`config.mk`:
```
export PLATFORM = sky130hd
export DESIGN_NAME = aud_btm_tx
export DESIGN_NICKNAME = d
export VERILOG_FILES = /design/src/rtl/aud_pkg.sv /design/src/rtl/aud_tx_fifo.sv /design/src/rtl/aud_btm_tx.sv
export SDC_FILE = /design/constraint.sdc
export NUM_CORES = 1
export LEC_CHECK = 0
export CAP_MARGIN = 20
export CORE_ASPECT_RATIO = 0.75
export CORE_MARGIN = 2
export CORE_UTILIZATION = 50
export DETAILED_ROUTE_END_ITERATION = 7
export DONT_BUFFER_PORTS = 1
export GPL_TIMING_DRIVEN = 0
export PLACE_DENSITY = 0.66
export REMOVE_ABC_BUFFERS = 1
export SYNTH_ARGS = -nofsm -noshare
export SYNTH_HDL_FRONTEND = slang
export SYNTH_SLANG_ARGS = --single-unit
```
`constraint.sdc`:
```
create_clock -name aud_ck -period 5.1 [get_ports aud_ck]
set_clock_uncertainty 0.2 [all_clocks]
set_input_delay 0.765 -clock aud_ck [delete_from_list [all_inputs] [get_ports aud_ck]]
set_output_delay 0.765 -clock aud_ck [all_outputs]
set_load 0.02 [all_outputs]
```
`src/rtl/aud_pkg.sv`:
```
// aud_pkg: shared constants for the AUD branch-trace transmitter.
//   - header mode codes (number of address nibbles = 1 << mode)
//   - idle/sync nibble and header prefix
//   - FSM state encoding
//   - helpers for mode selection and last-nibble index
package aud_pkg;

   localparam logic [1:0] AUD_MODE_4  = 2'd0;
   localparam logic [1:0] AUD_MODE_8  = 2'd1;
   localparam logic [1:0] AUD_MODE_16 = 2'd2;
   localparam logic [1:0] AUD_MODE_32 = 2'd3;

   localparam logic [3:0] AUD_SYNC_IDLE = 4'b0011;
   localparam logic [1:0] AUD_HDR_PFX   = 2'b10;

   typedef enum logic [1:0] {
      ST_IDLE = 2'd0,
      ST_HDR  = 2'd1,
      ST_DATA = 2'd2
   } aud_state_e;

   // Smallest mode whose nibbles cover every changed address bit.
   function automatic logic [1:0] aud_mode_sel(input logic [31:0] diff);
      if (diff[31:16] != 16'h0)     return AUD_MODE_32;
      else if (diff[15:8] != 8'h0)  return AUD_MODE_16;
      else if (diff[7:4] != 4'h0)   return AUD_MODE_8;
      else                          return AUD_MODE_4;
   endfunction

   // Index of the final nibble of a frame: (1 << mode) - 1.
   function automatic logic [2:0] aud_last_nib(input logic [1:0] mode);
      case (mode)
         AUD_MODE_4:  return 3'd0;
         AUD_MODE_8:  return 3'd1;
         AUD_MODE_16: return 3'd3;
         default:     return 3'd7;
      endcase
   endfunction

endpackage

```
`src/rtl/aud_tx_fifo.sv`:
```
// aud_tx_fifo: small FIFO of 32-bit branch addresses.
//   aud_ck, rst_n : clock, async active-low reset
//   push, wr_data : write (ignored when full)
//   pop           : read-advance (ignored when empty)
//   rd_data       : head entry (show-ahead)
//   full, empty   : occupancy flags
module aud_tx_fifo #(
   parameter int FIFO_AW = 2
) (
   input  logic        aud_ck,
   input  logic        rst_n,
   input  logic        push,
   input  logic [31:0] wr_data,
   input  logic        pop,
   output logic [31:0] rd_data,
   output logic        full,
   output logic        empty
);

   logic [31:0]      mem [0:(1<<FIFO_AW)-1];
   // One extra pointer bit distinguishes full from empty.
   logic [FIFO_AW:0] wr_ptr;
   logic [FIFO_AW:0] rd_ptr;

   assign empty   = (wr_ptr == rd_ptr);
   assign full    = (wr_ptr[FIFO_AW] != rd_ptr[FIFO_AW]) &&
                    (wr_ptr[FIFO_AW-1:0] == rd_ptr[FIFO_AW-1:0]);
   assign rd_data = mem[rd_ptr[FIFO_AW-1:0]];

   always_ff @(posedge aud_ck or negedge rst_n) begin
      if (!rst_n) begin
         wr_ptr <= '0;
         rd_ptr <= '0;
      end else begin
         if (push && !full) wr_ptr <= wr_ptr + 1'b1;
         if (pop && !empty) rd_ptr <= rd_ptr + 1'b1;
      end
   end

   always_ff @(posedge aud_ck) begin
      if (push && !full) mem[wr_ptr[FIFO_AW-1:0]] <= wr_data;
   end

endmodule

```
`src/rtl/aud_btm_tx.sv`:
```
// aud_btm_tx: transmit side of the AUD branch-trace link.
// Buffers branch targets and serialises each as a header nibble
// {2'b10, mode} followed by 1<<mode address nibbles, LSB nibble first.
//   aud_ck    : link clock (far end samples on negedge)
//   rst_n     : async active-low reset
//   br_addr   : branch target address
//   br_valid  : one-cycle strobe per address, no backpressure
//   ovf_clr   : clears ovf
//   aud_data  : nibble bus (0011 when idle)
//   aud_nsync : 1 on idle/header cycles, 0 on address nibbles
//   busy      : frame on the bus or addresses queued
//   ovf       : sticky, a branch was dropped on a full FIFO
// Build option AUD_BTM_TX_COMPRESS_EN: when defined, only the low nibbles
// that changed since the previous frame are sent; otherwise every frame
// carries all 8 nibbles.
module aud_btm_tx
   import aud_pkg::*;
#(
   parameter int FIFO_AW = 2
) (
   input  logic        aud_ck,
   input  logic        rst_n,
   input  logic [31:0] br_addr,
   input  logic        br_valid,
   input  logic        ovf_clr,
   output logic [3:0]  aud_data,
   output logic        aud_nsync,
   output logic        busy,
   output logic        ovf
);

   aud_state_e  state;
   logic [31:0] cur_addr;
   logic [31:0] last_addr;
   logic [1:0]  mode;
   logic [2:0]  cnt;

   logic        full, empty, push, pop, last_nib;
   logic [31:0] head;
   logic [1:0]  nxt_mode;

   // Fullness is judged before any same-cycle pop, so a full FIFO drops.
   assign push     = br_valid && !full;
   assign last_nib = (cnt == aud_last_nib(mode));
   assign pop      = !empty && ((state == ST_IDLE) ||
                                (state == ST_DATA && last_nib));

`ifdef AUD_BTM_TX_COMPRESS_EN
   // Compare against what the far end will hold when the new frame starts:
   // last_addr from IDLE, or the frame just finishing when back-to-back.
   assign nxt_mode = aud_mode_sel(head ^ ((state == ST_IDLE) ? last_addr : cur_addr));
`else
   assign nxt_mode = AUD_MODE_32;
   logic unused_last;
   assign unused_last = ^last_addr;
`endif

   aud_tx_fifo #(.FIFO_AW(FIFO_AW)) u_fifo (
      .aud_ck  (aud_ck),
      .rst_n   (rst_n),
      .push    (push),
      .wr_data (br_addr),
      .pop     (pop),
      .rd_data (head),
      .full    (full),
      .empty   (empty)
   );

   always_ff @(posedge aud_ck or negedge rst_n) begin
      if (!rst_n) begin
         state     <= ST_IDLE;
         cur_addr  <= '0;
         last_addr <= '0;
         mode      <= AUD_MODE_4;
         cnt       <= '0;
         aud_data  <= AUD_SYNC_IDLE;
         aud_nsync <= 1'b1;
         busy      <= 1'b0;
         ovf       <= 1'b0;
      end else begin
         if (br_valid && full) ovf <= 1'b1;
         else if (ovf_clr)     ovf <= 1'b0;

         // Outputs reflect the state held at this edge, so the bus
         // trails the FSM by one cycle.
         case (state)
            ST_IDLE: begin
               aud_nsync <= 1'b1;
               aud_data  <= AUD_SYNC_IDLE;
               busy      <= !empty || push;
               if (!empty) begin
                  cur_addr <= head;
                  mode     <= nxt_mode;
                  state    <= ST_HDR;
               end
            end
            ST_HDR: begin
               aud_nsync <= 1'b1;
               aud_data  <= {AUD_HDR_PFX, mode};
               busy      <= 1'b1;
               cnt       <= '0;
               state     <= ST_DATA;
            end
            ST_DATA: begin
               aud_nsync <= 1'b0;
               aud_data  <= cur_addr[{cnt, 2'b00} +: 4];
               busy      <= 1'b1;
               cnt       <= cnt + 3'd1;
               if (last_nib) begin
                  last_addr <= cur_addr;
                  if (!empty) begin
                     cur_addr <= head;
                     mode     <= nxt_mode;
                     state    <= ST_HDR;
                  end else begin
                     state    <= ST_IDLE;
                  end
               end
            end
            default: state <= ST_IDLE;
         endcase
      end
   end

endmodule

```
==> results.cfg <==
[status]
status = finished clean

[critical_path]
startpoint_type = register
path_cells = or4_4 -> nand3_2 -> o211ai_4 -> buf_12 -> buf_16 -> mux2_4
crit_slowest_cell = dfrtp_1
r2r-end = cur_addr[15]
reg2reg_slack_ns = 2.32
crit_fanout = 18
end_kind = register
cp.required_ns = 5.20
cp_num_buf_inv = 2
reg2reg_depth = 6
cp_top_family = simple AND/OR/NAND/NOR gates
path_class = register to register
r2r-start = cnt[0]
cp.arrival_ns = 2.88
slowest_delay_ns = 0.80

[finish]
nFillCells = 1045
final_util = 0.586
final_cell_mix = edfxtp_1 (128), dfrtp_1 (46), mux4_2 (34), mux2_4 (28), clkbuf_16 (17)
final_cell_area_sq_um = 8140
insertedDiodeCount = 0
final_nets = 422
syn2layout_area_growth_pct = 12.8
multi_input_area_sq_um = 1950
instances_no_fill = 563
ff_latch_area_sq_um = 5130
drive_above_1_share = 0.322
mostFrequentLayoutCell = edfxtp_1

[yosys]
syn_area_sq_um = 7220
synth.largest_area_cell = edfxtp_1
synth_edf_count = 128
netlist_top_cells_area = edfxtp_1 (53%), dfrtp_1 (17%), mux4_2 (11%), mux2_4 (5.8%), ha_1 (1.9%)
ys.flop_type = edfxtp_1
yosysWarnings = 0
yosysUniqueCellTypes = 38
synth-seq-cells = 179
async_flop_share = 0.285
synth_area_per_cell_sq_um = 19.8
synthCells = 364
yosysSeqAreaShare = 0.710
synth_top_area_share = 0.533

[timing]
worst_pin_slew_ns = 1.11
tns_ns = 0
relSlewSlack = 0.258
fmax_mhz = 360
min_period_over_period = 0.545
slew_viol_final = 0
hold_violations = 0
rsz0062_at_grt = false
hold-worst-slack_ns = 0.233
setup_ws_ns = 2.32
period_minus_slack_ns = 2.78
setup_viol = 0

[worst_hold_path]
hold_class = input port to register
holdPathStages = 0
min_to = u_fifo.mem[1][13]
hold_start = br_addr[13]

[cts]
cts.clk_slew.worst_paths_ns = 0.07
holdBufCountCts = 2
cts_root_buf = clkbuf_16
ctsResizeCount = 0
post-cts-setup-buffer-count = 0
clock_latency_ns = 0.42
ctsLongestPathBuffers = 2
cts_tree = done
htree_levels = 4
cts_inserted_buffers = 17
cts.sinks = 179

[route]
first_pass_iters = 4
avgRoutedWirePerCell_um = 21.7
num_vias = 3218
via_per_inst = 5.72
drc = 0
postRouteAntennaNets = 0
drt_iter0_markers = 299
wirelength_mm = 12.2

[die]
die_area_sq_um = 15400
floorplan.rows = 37
die_w_um = 143
die_h_um = 108
start_util = 0.520
io_pins = 43
coreArea_sq_um = 13900

[placed_design]
hpwlAfterDp_mm = 7.75
dp.cells = 529
numPortBuffers = 0
preCtsSetupSlack_ns = 2.31
placed_area_sq_um = 7500
place_congestion = 0.780

[power]
total_power_mw = 5.45
seqPwrFrac = 0.420
p_int_mw = 3.83
clock_power_share = 0.241
p_sw_mw = 1.62
powerDensity_nw_per_um2 = 669
ir_worst_vdd_v = 0.000275
swShare = 0.297
comb_power_share = 0.339
power.leakage_nw = 2.94

[job]
maxCapViolCount = 0

[grt]
grt_pass1_vias = 3449
globalRouteOverflowTotal = 0
grt_pass1_wl_mm = 19.5
grt_start_max_net_pins = 52
groute.usage.overall = 0.176
antenna_found_initial = 0
## cells in the mapped netlist, types with 5 or more instances
| cell | count |
|---|---|
| buf_2 | 7 |
| clkbuf_1 | 7 |
| dfrtp_1 | 48 |
| edfxtp_1 | 128 |
| ha_1 | 11 |
| inv_1 | 10 |
| mux2_2 | 10 |
| mux2_4 | 28 |
| mux2i_1 | 9 |
| mux4_2 | 34 |
| nand2_1 | 8 |
| nand3_1 | 5 |
| nor2b_1 | 5 |
| o21ai_0 | 9 |
| xnor2_1 | 5 |
## layout make-up
type / instances / share of cell area
sequential: 179 / 0.630
multi-input combinational: 157 / 0.240
clock buffer: 18 / 0.0527
tap: 175 / 0.0269
timing repair buffer: 10 / 0.0252
clock inverter: 14 / 0.0204
inverter: 10 / 0.00461
## routing by layer
layer  GRT usage  routed length, um
met1       0.252               5730
met2       0.261               5690
met3      0.0483                658
met4      0.0636                153
met5           0                  0
## power by group through the flow
stage | logic, mW | clock network (mW) | registers [mW]
4_1_cts | 1.88 | 1.33 | 2.30
3_5_place_dp | 1.86 | 0 | 2.32
6_report | 1.84 | 1.31 | 2.29
3_3_place_gp | 1.61 | 0 | 2.42
5_1_grt | 2.00 | 1.40 | 2.34
2_1_floorplan | 1.34 | 0 | 2.30
## cell families after synthesis
group	Yosys count	share of synthesized area
flip-flops	179	0.710
AO/OA/AOI/OAI	26	0.0250
AND/OR/NAND/NOR	32	0.0251
adder cells (fa/ha/maj)	11	0.0191
multiplexers	81	0.192
buffers and inverters	28	0.0199
XOR/XNOR	7	0.00850
## registers in the layout, indices dropped and copies added (netlist names)
register and flops:
aud_data 4, busy 1, cur_addr 32, mode 1
state 2, u_fifo.mem 128, aud_nsync 1, ovf 1
u_fifo.rd_ptr 3, u_fifo.wr_ptr 3, cnt 3
## worst max path at each step
stage	start	endpoint	slack, ns	cells after the start
after global routing	cnt[0]	cur_addr[15]	2.23	6
after global placement	u_fifo.rd_ptr[0]	u_fifo.mem[3][21]	-0.001	3
final	cnt[0]	cur_addr[15]	2.32	6
after detailed placement	cnt[0]	cur_addr[4]	2.31	6
after floorplan	u_fifo.rd_ptr[0]	u_fifo.mem[3][0]	1.47	3
after CTS	cnt[0]	cur_addr[23]	2.29	6
(Power assumes the default switching activity.)
